### src/rtl/arm_sequencer_if.sv
// Instruction-memory fetch port shared by the sequencer (master) and program memory (slave).
interface arm_sequencer_if;
  logic        imem_req;
  logic [7:0]  imem_addr;
  logic        imem_ack;
  logic [15:0] imem_data;

  modport master (output imem_req, imem_addr, input imem_ack, imem_data);
  modport slave  (input imem_req, imem_addr, output imem_ack, imem_data);
endinterface

### src/rtl/arm_sequencer.sv
// Instruction sequencer: fetches 16-bit words, decodes one execute cycle of datapath
// controls, and handles interrupt entry, HALT and the fetch watchdog.
module arm_sequencer #(
  parameter logic [7:0]  INT_VECTOR    = 8'hF0,
  parameter int unsigned FETCH_TIMEOUT = 255
) (
  input  logic            clk,
  input  logic            rst,
  input  logic            eint,
  input  logic [7:0]      PC,
  input  logic            CEENZ,
  arm_sequencer_if.master imem,
  output logic [5:0]      calu,
  output logic [1:0]      cpc,
  output logic [1:0]      csrc,
  output logic [2:0]      cmsrc,
  output logic [7:0]      Lit,
  output logic [5:0]      addr,
  output logic            wr_en,
  output logic            call,
  output logic            ret,
  output logic            push,
  output logic            pop,
  output logic            halted,
  output logic            illegal,
  output logic            bus_err
);

  localparam int WD_W = (FETCH_TIMEOUT < 2) ? 1 : $clog2(FETCH_TIMEOUT);
  localparam logic [WD_W-1:0] WD_LAST = WD_W'(FETCH_TIMEOUT - 1);

  typedef enum logic [1:0] {S_FETCH, S_EXEC, S_INT, S_HALT} state_t;

  state_t          state, state_nx;
  logic [15:0]     ir;
  logic            in_isr, in_isr_nx;
  logic [WD_W-1:0] wdog, wdog_nx;
  logic            bus_err_nx;

  logic [3:0] op;
  logic [3:0] f;
  logic [7:0] k;

  assign op = ir[15:12];
  assign f  = ir[11:8];
  assign k  = ir[7:0];

  assign imem.imem_addr = PC;

  // The conditional branch is resolved by the datapath from cpc=11.
  logic unused_ceenz;
  assign unused_ceenz = CEENZ;

  always_ff @(posedge clk) begin
    if (rst) begin
      state   <= S_FETCH;
      ir      <= 16'h0000;
      in_isr  <= 1'b0;
      wdog    <= '0;
      bus_err <= 1'b0;
    end else begin
      state   <= state_nx;
      in_isr  <= in_isr_nx;
      wdog    <= wdog_nx;
      bus_err <= bus_err_nx;
      if (state == S_FETCH && imem.imem_ack) ir <= imem.imem_data;
    end
  end

  always_comb begin
    state_nx      = state;
    in_isr_nx     = in_isr;
    wdog_nx       = wdog;
    bus_err_nx    = 1'b0;
    imem.imem_req = 1'b0;
    calu          = 6'd0;
    cpc           = 2'b00;
    csrc          = 2'b00;
    cmsrc         = 3'd0;
    Lit           = 8'h00;
    addr          = 6'd0;
    wr_en         = 1'b0;
    call          = 1'b0;
    ret           = 1'b0;
    push          = 1'b0;
    pop           = 1'b0;
    halted        = 1'b0;
    illegal       = 1'b0;

    case (state)
      S_FETCH: begin
        imem.imem_req = 1'b1;
        // An ack in the timeout cycle wins over the watchdog.
        if (imem.imem_ack) begin
          state_nx = S_EXEC;
          wdog_nx  = '0;
        end else if (wdog == WD_LAST) begin
          bus_err_nx = 1'b1;
          wdog_nx    = '0;
        end else begin
          wdog_nx = wdog + 1'b1;
        end
      end

      S_EXEC: begin
        cpc = 2'b01;
        case (op)
          4'h0: ;
          4'h1: begin
            calu = {2'b00, f};
            Lit  = k;
            csrc = 2'b01;
            addr = {2'b00, f};
          end
          4'h2: begin
            Lit  = k;
            csrc = 2'b10;
            addr = {2'b00, f};
          end
          4'h3: begin
            cmsrc = f[2:0];
            addr  = k[5:0];
            wr_en = 1'b1;
          end
          4'h4: begin
            Lit = k;
            cpc = 2'b10;
          end
          4'h5: begin
            Lit = k;
            cpc = 2'b11;
          end
          4'h6: begin
            Lit  = k;
            call = 1'b1;
            cpc  = 2'b10;
          end
          4'h7: begin
            ret       = 1'b1;
            cpc       = 2'b00;
            in_isr_nx = 1'b0;
          end
          4'h8: begin
            cmsrc = f[2:0];
            push  = 1'b1;
          end
          4'h9: begin
            pop  = 1'b1;
            addr = {2'b00, f};
          end
          4'hF: cpc = 2'b00;
          default: illegal = 1'b1;
        endcase

        // in_isr is the pre-instruction value, so the RET cycle itself cannot re-enter.
        if (op == 4'hF)             state_nx = S_HALT;
        else if (eint && !in_isr)   state_nx = S_INT;
        else                        state_nx = S_FETCH;
      end

      S_INT: begin
        call      = 1'b1;
        Lit       = INT_VECTOR;
        cpc       = 2'b10;
        in_isr_nx = 1'b1;
        state_nx  = S_FETCH;
      end

      S_HALT: begin
        halted = 1'b1;
        if (eint && !in_isr) state_nx = S_INT;
      end

      default: state_nx = S_FETCH;
    endcase
  end

endmodule
### src/flat_wrapper.sv
// flat-port wrapper written by rule: the top's interface ports become plain ports
module arm_sequencer_flat 
#(
  parameter logic [7:0]  INT_VECTOR    = 8'hF0,
  parameter int unsigned FETCH_TIMEOUT = 255
)
  (clk, rst, eint, PC, CEENZ, calu, cpc, csrc, cmsrc, Lit, addr, wr_en, call, ret, push, pop, halted, illegal, bus_err, imem_imem_req, imem_imem_addr, imem_imem_ack, imem_imem_data);
  arm_sequencer_if imem_i ();
  input  logic clk;
  input  logic rst;
  input  logic eint;
  input  logic [7:0] PC;
  input  logic CEENZ;
  output logic [5:0] calu;
  output logic [1:0] cpc;
  output logic [1:0] csrc;
  output logic [2:0] cmsrc;
  output logic [7:0] Lit;
  output logic [5:0] addr;
  output logic wr_en;
  output logic call;
  output logic ret;
  output logic push;
  output logic pop;
  output logic halted;
  output logic illegal;
  output logic bus_err;
  output wire logic [$bits(imem_i.imem_req)-1:0] imem_imem_req;
  output wire logic [$bits(imem_i.imem_addr)-1:0] imem_imem_addr;
  input wire logic [$bits(imem_i.imem_ack)-1:0] imem_imem_ack;
  input wire logic [$bits(imem_i.imem_data)-1:0] imem_imem_data;
  assign imem_imem_req = imem_i.imem_req;
  assign imem_imem_addr = imem_i.imem_addr;
  assign imem_i.imem_ack = imem_imem_ack;
  assign imem_i.imem_data = imem_imem_data;
  arm_sequencer #(.INT_VECTOR(INT_VECTOR), .FETCH_TIMEOUT(FETCH_TIMEOUT)) u_core (.clk(clk), .rst(rst), .eint(eint), .PC(PC), .CEENZ(CEENZ), .imem(imem_i), .calu(calu), .cpc(cpc), .csrc(csrc), .cmsrc(cmsrc), .Lit(Lit), .addr(addr), .wr_en(wr_en), .call(call), .ret(ret), .push(push), .pop(pop), .halted(halted), .illegal(illegal), .bus_err(bus_err));
endmodule
### config.mk
export PLATFORM = sky130hd
export DESIGN_NAME = arm_sequencer_flat
export DESIGN_NICKNAME = d
export VERILOG_FILES = /design/src/rtl/arm_sequencer_if.sv /design/src/rtl/arm_sequencer.sv /design/src/flat_wrapper.sv
export SDC_FILE = /design/constraint.sdc
export NUM_CORES = 1
export LEC_CHECK = 0
export BUFFER_PORTS_ARGS = -buffer_cell sky130_fd_sc_hd__buf_4
export CAP_MARGIN = 20
export CORE_UTILIZATION = 30
export DETAILED_ROUTE_END_ITERATION = 10
export GPL_TIMING_DRIVEN = 0
export SYNTH_ARGS = -nofsm -noshare
export SYNTH_HDL_FRONTEND = slang
export SYNTH_SLANG_ARGS = --single-unit
### constraint.sdc
create_clock -name clk -period 2 [get_ports clk]
set_clock_uncertainty 0.05 [all_clocks]
set_input_delay 0.4 -clock clk [delete_from_list [all_inputs] [get_ports clk]]
set_output_delay 0.4 -clock clk [all_outputs]
set_load 0.01 [all_outputs]
Yosys cells after proc, flatten, opt, wreduce, memory -nomap -nowiden

Cells that the tools add are included.

Register bits: 28
Bits of input ports: 29
Output and inout bits: 44
Logic and storage cells: 75

Add/subtract/negate cells: 1
Equality and inequality tests: 17
Muxes and demuxes: 36
Bitwise operators: 1
Reductions and logical operators: 15

Operators with widths:

| kind                                                                  | number |
|---|---|
| 8-bit two-way mux                                                     | 3 |
| 4-bit by 3-bit equality test with 1-bit output, second input constant | 4 |
| 8-bit case mux with 2 select lines                                    | 1 |
| 1-bit two-way mux                                                     | 15 |
| 4-bit equality test, second input constant                            | 3 |
| 6-bit two-way mux                                                     | 2 |
| 6-bit case mux with 2 select lines                                    | 1 |
| 11-bit OR reduction                                                   | 1 |
| 2-bit two-way mux                                                     | 5 |
| 8-bit by 1-bit adder with 8-bit output, second input constant         | 1 |
| 4-bit by 2-bit equality test with 1-bit output, second input constant | 2 |
| 8-bit equality test, second input constant                            | 1 |
| 2-bit case mux with 2 select lines                                    | 2 |
| 2-bit case mux with 4 select lines                                    | 1 |
| 3-bit two-way mux                                                     | 2 |
| 2-bit case mux with 3 select lines                                    | 1 |
| 2-bit OR reduction                                                    | 3 |
| 3-bit OR reduction                                                    | 2 |
| 5-bit OR reduction                                                    | 1 |
| 2-bit equality test, second input constant                            | 2 |
| 4-bit by 1-bit equality test with 1-bit output, second input constant | 1 |
| 4-bit zero test                                                       | 1 |
| 4-bit two-way mux                                                     | 1 |
| 2-bit != test, second input constant                                  | 2 |
| other kinds (9)                                                       | 12 |

Logic depth before layout (Yosys ltp)

Word-level depth: 5
Gate-level depth with buffers: 8
Depth with buffers taken out: 6

Worst setup path after synthesis

OpenSTA, ideal clock, no wires.

Path kind: flip-flop to output port
From: register u_core.state[0]
To: output Lit[4]
Arrival: 1.463 ns
Required time: 1.550 ns
Path slack: 0.087 ns
Cell stages (with the launch flop): 6
Buffers on the path: 0
Path through: dfxtp_1 -> inv_1 -> ha_1 -> nand2_1 -> nor4b_4 -> a22o_1

Word-level cells in the longest chain between the ends: 2
Elaborated cells between the ends (all ways): 3
Those cells by class: eq/ne (2); mux (1)

Ends and longest elaborated chain:

| what                                                                                         | line                | RTL |
|---|---|---|
| start, declared                                                                              | arm_sequencer.sv:34 | `state_t state, state_nx;` |
| start signal, assigned                                                                       | arm_sequencer.sv:62 | `state <= state_nx;` |
| 2-bit equality test / 2-bit by 1-bit equality test with 1-bit output (equally long branches) | arm_sequencer.sv:90 | `case (state)` |
| 8-bit case mux with 2 select lines *                                                         | arm_sequencer.sv:90 |  |
| end, declared                                                                                | flat_wrapper.sv:18  | `output logic [7:0] Lit;` |

Every way passes the cells marked *; elsewhere a longest branch is shown, timed or not.

Final worst setup path

From: register u_core.state[1]
To: output Lit[6]

Same word-level chain as after synthesis.

==> results_tabular.tex <==
\begin{tabular}{lr}
\hline
Metric & Value \\
\hline
\multicolumn{2}{l}{\textbf{Cells and area}} \\
\quad Commonest non-fill, non-tap cell in the layout & buf\_4 \\
\quad Post-Layout Inst Area & 0.002680 mm\^{}2 \\
\quad Fraction of layout instances using a drive strength above 1 & 42.09\% \\
\quad Synth-to-Final Area Change & 51.06\% \\
\quad Count of placed standard cells in the final layout, fillers left out & 388 \\
\quad Commonest non-fill, non-tap cells in the layout & 84 x buf\_4, 41 x nand2\_1, 28 x a21oi\_1, 23 x dfxtp\_1, 14 x nor2\_1 \\
\quad Total Nets Final & 353 \\
\quad Antenna diode count & 0 \\
\multicolumn{2}{l}{\textbf{Synth}} \\
\quad Seq/Total Area, Yosys & 31.59\% \\
\quad Number of synthesized flops with an enable pin & 0 \\
\quad Library cell occupying the most area in the post-synthesis netlist & dfxtp\_1 \\
\quad Number of library cell types mapped by synthesis & 40 \\
\quad Number of cells produced by synthesis & 237 \\
\quad Share of the synthesized area in the top cell type & 31.59\% \\
\quad Mean instance size in the synthesized netlist & 7.486 um\^{}2 \\
\quad Fraction of registers with async set/reset & 0\% \\
\quad Netlist area before placement & 0.001774 mm\^{}2 \\
\quad Warning count from the yosys run & 0 \\
\quad Post-synthesis sequential element count & 28 \\
\quad Main area contributors after synthesis & dfxtp\_1 32\%, nand2\_1 9.1\%, a21oi\_1 8.5\% \\
\quad Predominant post-synthesis flop cell & dfxtp\_1 \\
\multicolumn{2}{l}{\textbf{Global routing}} \\
\quad GR Overflow Total & 0 \\
\quad Initial antenna violation count & 0 \\
\quad Total routing resource utilization after global routing & 15.99\% \\
\quad Via count of the first global-routing pass & 1625 \\
\quad Largest net degree at the start of global routing & 17 \\
\quad Global-route wire length before repair & 7.817 mm \\
\multicolumn{2}{l}{\textbf{Clocking}} \\
\quad Library cell used as clock root buffer & clkbuf\_8 \\
\quad Sinks on Clock Net & 28 \\
\quad Skew-Pair Late Insertion Delay & 0.28 ns \\
\quad CTS buffer count & 3 \\
\quad CTS HTree Levels & 1 \\
\quad Max clock buf depth & 2 \\
\quad Clock-pin slew of the registers on the worst-case setup and hold paths & 0.10 ns \\
\quad TritonCTS clock tree & built \\
\quad Number of hold buffers added after CTS & 0 \\
\multicolumn{2}{l}{\textbf{STA}} \\
\quad Max-Slew Margin vs Limit & 64.21\% \\
\quad Clock period minus worst slack & 2.143 ns \\
\quad Fraction of the cycle the final worst path needs & 107.2\% \\
\quad Number of failing setup endpoints in the final timing report & 22 \\
\quad Unrepaired setup endpoints after global routing & yes \\
\quad Final hold violation count & 0 \\
\quad Max-slew violation count & 0 \\
\quad Actual transition at the worst max-transition pin & 0.5369 ns \\
\quad Worst-case setup margin in the final layout & -0.1433 ns \\
\quad Final total negative setup slack & -2.474 ns \\
\quad Highest attainable clock frequency & 466.6 MHz \\
\multicolumn{2}{l}{\textbf{Min path}} \\
\quad Terminating pin of the worst hold path & u\_core.ir[11] \\
\quad Hold path depth & 3 \\
\quad Worst min path class & input pin to flop \\
\quad Origin of the worst min-delay path & imem\_imem\_data[11] \\
\multicolumn{2}{l}{\textbf{Placed design}} \\
\quad Weighted congestion at the end of routability-driven global placement & 0.8277 \\
\quad Quantity of I/O buffers inserted on ports & 61 \\
\quad Estimated wirelength of the detail-placed design & 3.554 mm \\
\quad Placed insts & 371 \\
\quad Placed Instance Area & 0.002326 mm\^{}2 \\
\multicolumn{2}{l}{\textbf{Job}} \\
\quad Reported max-cap violation count & 0 \\
\multicolumn{2}{l}{\textbf{Die}} \\
\quad Overall die height & 78.90 um \\
\quad Die Footprint & 0.006225 mm\^{}2 \\
\quad Initial standard-cell utilization of the core & 31.64\% \\
\quad Standard-cell rows & 27 \\
\quad Num ports & 73 \\
\quad Core area & 0.005608 mm\^{}2 \\
\quad Die Wd & 78.90 um \\
\multicolumn{2}{l}{\textbf{Drt}} \\
\quad Initial drt markers & 66 \\
\quad Remaining antenna violation count after routing & 0 \\
\quad Post-route DRC violation count & 0 \\
\quad Vias after detailed routing & 1881 \\
\quad Average detailed-routed wire length per instance & 12.72 um \\
\quad Via count normalized by instance count & 4.848 \\
\quad Routed WL & 4.936 mm \\
\quad Total iterations of the first detailed-routing run & 4 \\
\multicolumn{2}{l}{\textbf{Setup path}} \\
\quad Type of element capturing the critical path & output pin \\
\quad Data arrival at the endpoint of the critical path & 1.69 ns \\
\quad Worst EP required & 1.55 ns \\
\quad Worst r2r dst & u\_core.state[0] \\
\quad CP Launch Type & flop \\
\quad Classification of the worst setup path & flop to output pin \\
\quad Flop2flop setup slack & 0.20 ns \\
\quad Worst reg2reg path startpoint & u\_core.state[1] \\
\quad Highest fanout seen on the critical path & 8 \\
\quad Worst reg2reg path depth & 8 \\
\multicolumn{2}{l}{\textbf{Power and ir drop}} \\
\quad Power per Cell Area & 560.2 mW/mm\^{}2 \\
\quad VDD IR-drop max & 0.2916 mV \\
\quad P\_leak & 1.192 nW \\
\multicolumn{2}{l}{\textbf{Outcome}} \\
\quad Run status & finished with violations \\
\quad Violated checks & setup timing \\
\hline
\end{tabular}
-- critical path, cell delays in order (launching register included) --
cell and delay [ns]:
dfxtp_2 0.37, inv_4 0.05, ha_4 0.28, nand2_4 0.05, nor4b_4 0.21, buf_4 0.19
a22o_1 0.15, buf_6 0.10
-- power by group --
part / internal, mW / switching (mW) / total (mW)
combinational: 0.206 / 0.224 / 0.430
clock: 0.268 / 0.187 / 0.455
sequential: 0.590 / 0.0265 / 0.616
-- cell families after synthesis --
group / synth area share, %
AO/OA/AOI/OAI: 17.84
multiplexers: 3.949
flip-flops: 31.59
adder cells (fa/ha/maj): 4.936
buffers and inverters: 10.37
other: 0.2114
AND/OR/NAND/NOR: 31.10
-- per-layer routing --
metal	share of wire [%]	routed length, um	track usage (%)	vias up
li1	-	-	-	956
met1	47	2302	21.50	868
met2	47	2339	26.17	53
met3	5.0	245	2.414	4
met4	0.97	48	5.091	0
met5	0	0	0	-
-- worst max path at each step --
| stage | slack, ns | from | endpoint |
|---|---|---|---|
| after floorplan | 0.09 | u_core.state[0] | Lit[4] |
| after global routing | -0.23 | u_core.state[1] | Lit[6] |
| final | -0.14 | u_core.state[1] | Lit[6] |
| after detailed placement | -0.29 | u_core.state[0] | Lit[2] |
| after CTS | -0.17 | u_core.state[1] | Lit[6] |
| after global placement | -0.27 | u_core.state[0] | Lit[1] |
-- synth_stat cells, types with 2 or more instances --
cell type and instances:
nand2b_1 5, nor4_1 3, buf_4 14, nand4_1 2
and3_1 4, o21a_1 3, mux2i_1 7, nor2_1 20
nand3_1 4, inv_1 7, and2b_1 2, a31oi_1 2
a311oi_1 3, a22o_1 4, buf_2 5, or3_1 2
o211ai_1 2, dfxtp_1 28, and2_1 13, o21ai_0 3
clkbuf_1 5, nand2_1 43, a21oi_1 30, ha_1 7
nor3_1 4
-- metrics by stage --
step / utilization, % / hold WS (ns) / setup WS [ns] / power [mW]
after floorplan: - / 0.3860 / 0.08742 / 0.8397
after global placement: 41.48 / 0.3948 / -0.2683 / 0.9536
after detailed placement: 41.48 / 0.4063 / -0.2853 / 0.9571
after CTS: 45.94 / 0.3073 / -0.1743 / 1.465
after global routing: 47.79 / 0.2996 / -0.2335 / 1.572
final: 47.79 / 0.3090 / -0.1433 / 1.501
-- flip-flops by register name, indices dropped and copies added (netlist names) --
name            count
u_core.state        2
u_core.ir          16
u_core.bus_err      1
u_core.in_isr       1
u_core.wdog         8
-- layout make-up --
cell class	count	area, um^2
Sequential cell	28	569.3
Multi-Input combinational cell	177	1146
Fill cell	564	2928
Inverter	7	31.28
Buffer	23	162.7
Clock inverter	1	30.03
Clock buffer	3	41.29
Timing Repair Buffer	77	609.3
Tap cell	72	90.09
-- timing repair --
item                       4_1_cts  5_1_grt
setup endpoints to repair       28       37
buffers inserted                11        5
pin swaps                       12       12
gates resized for setup         31       18
Note: power is estimated with default switching activity, not from simulation.
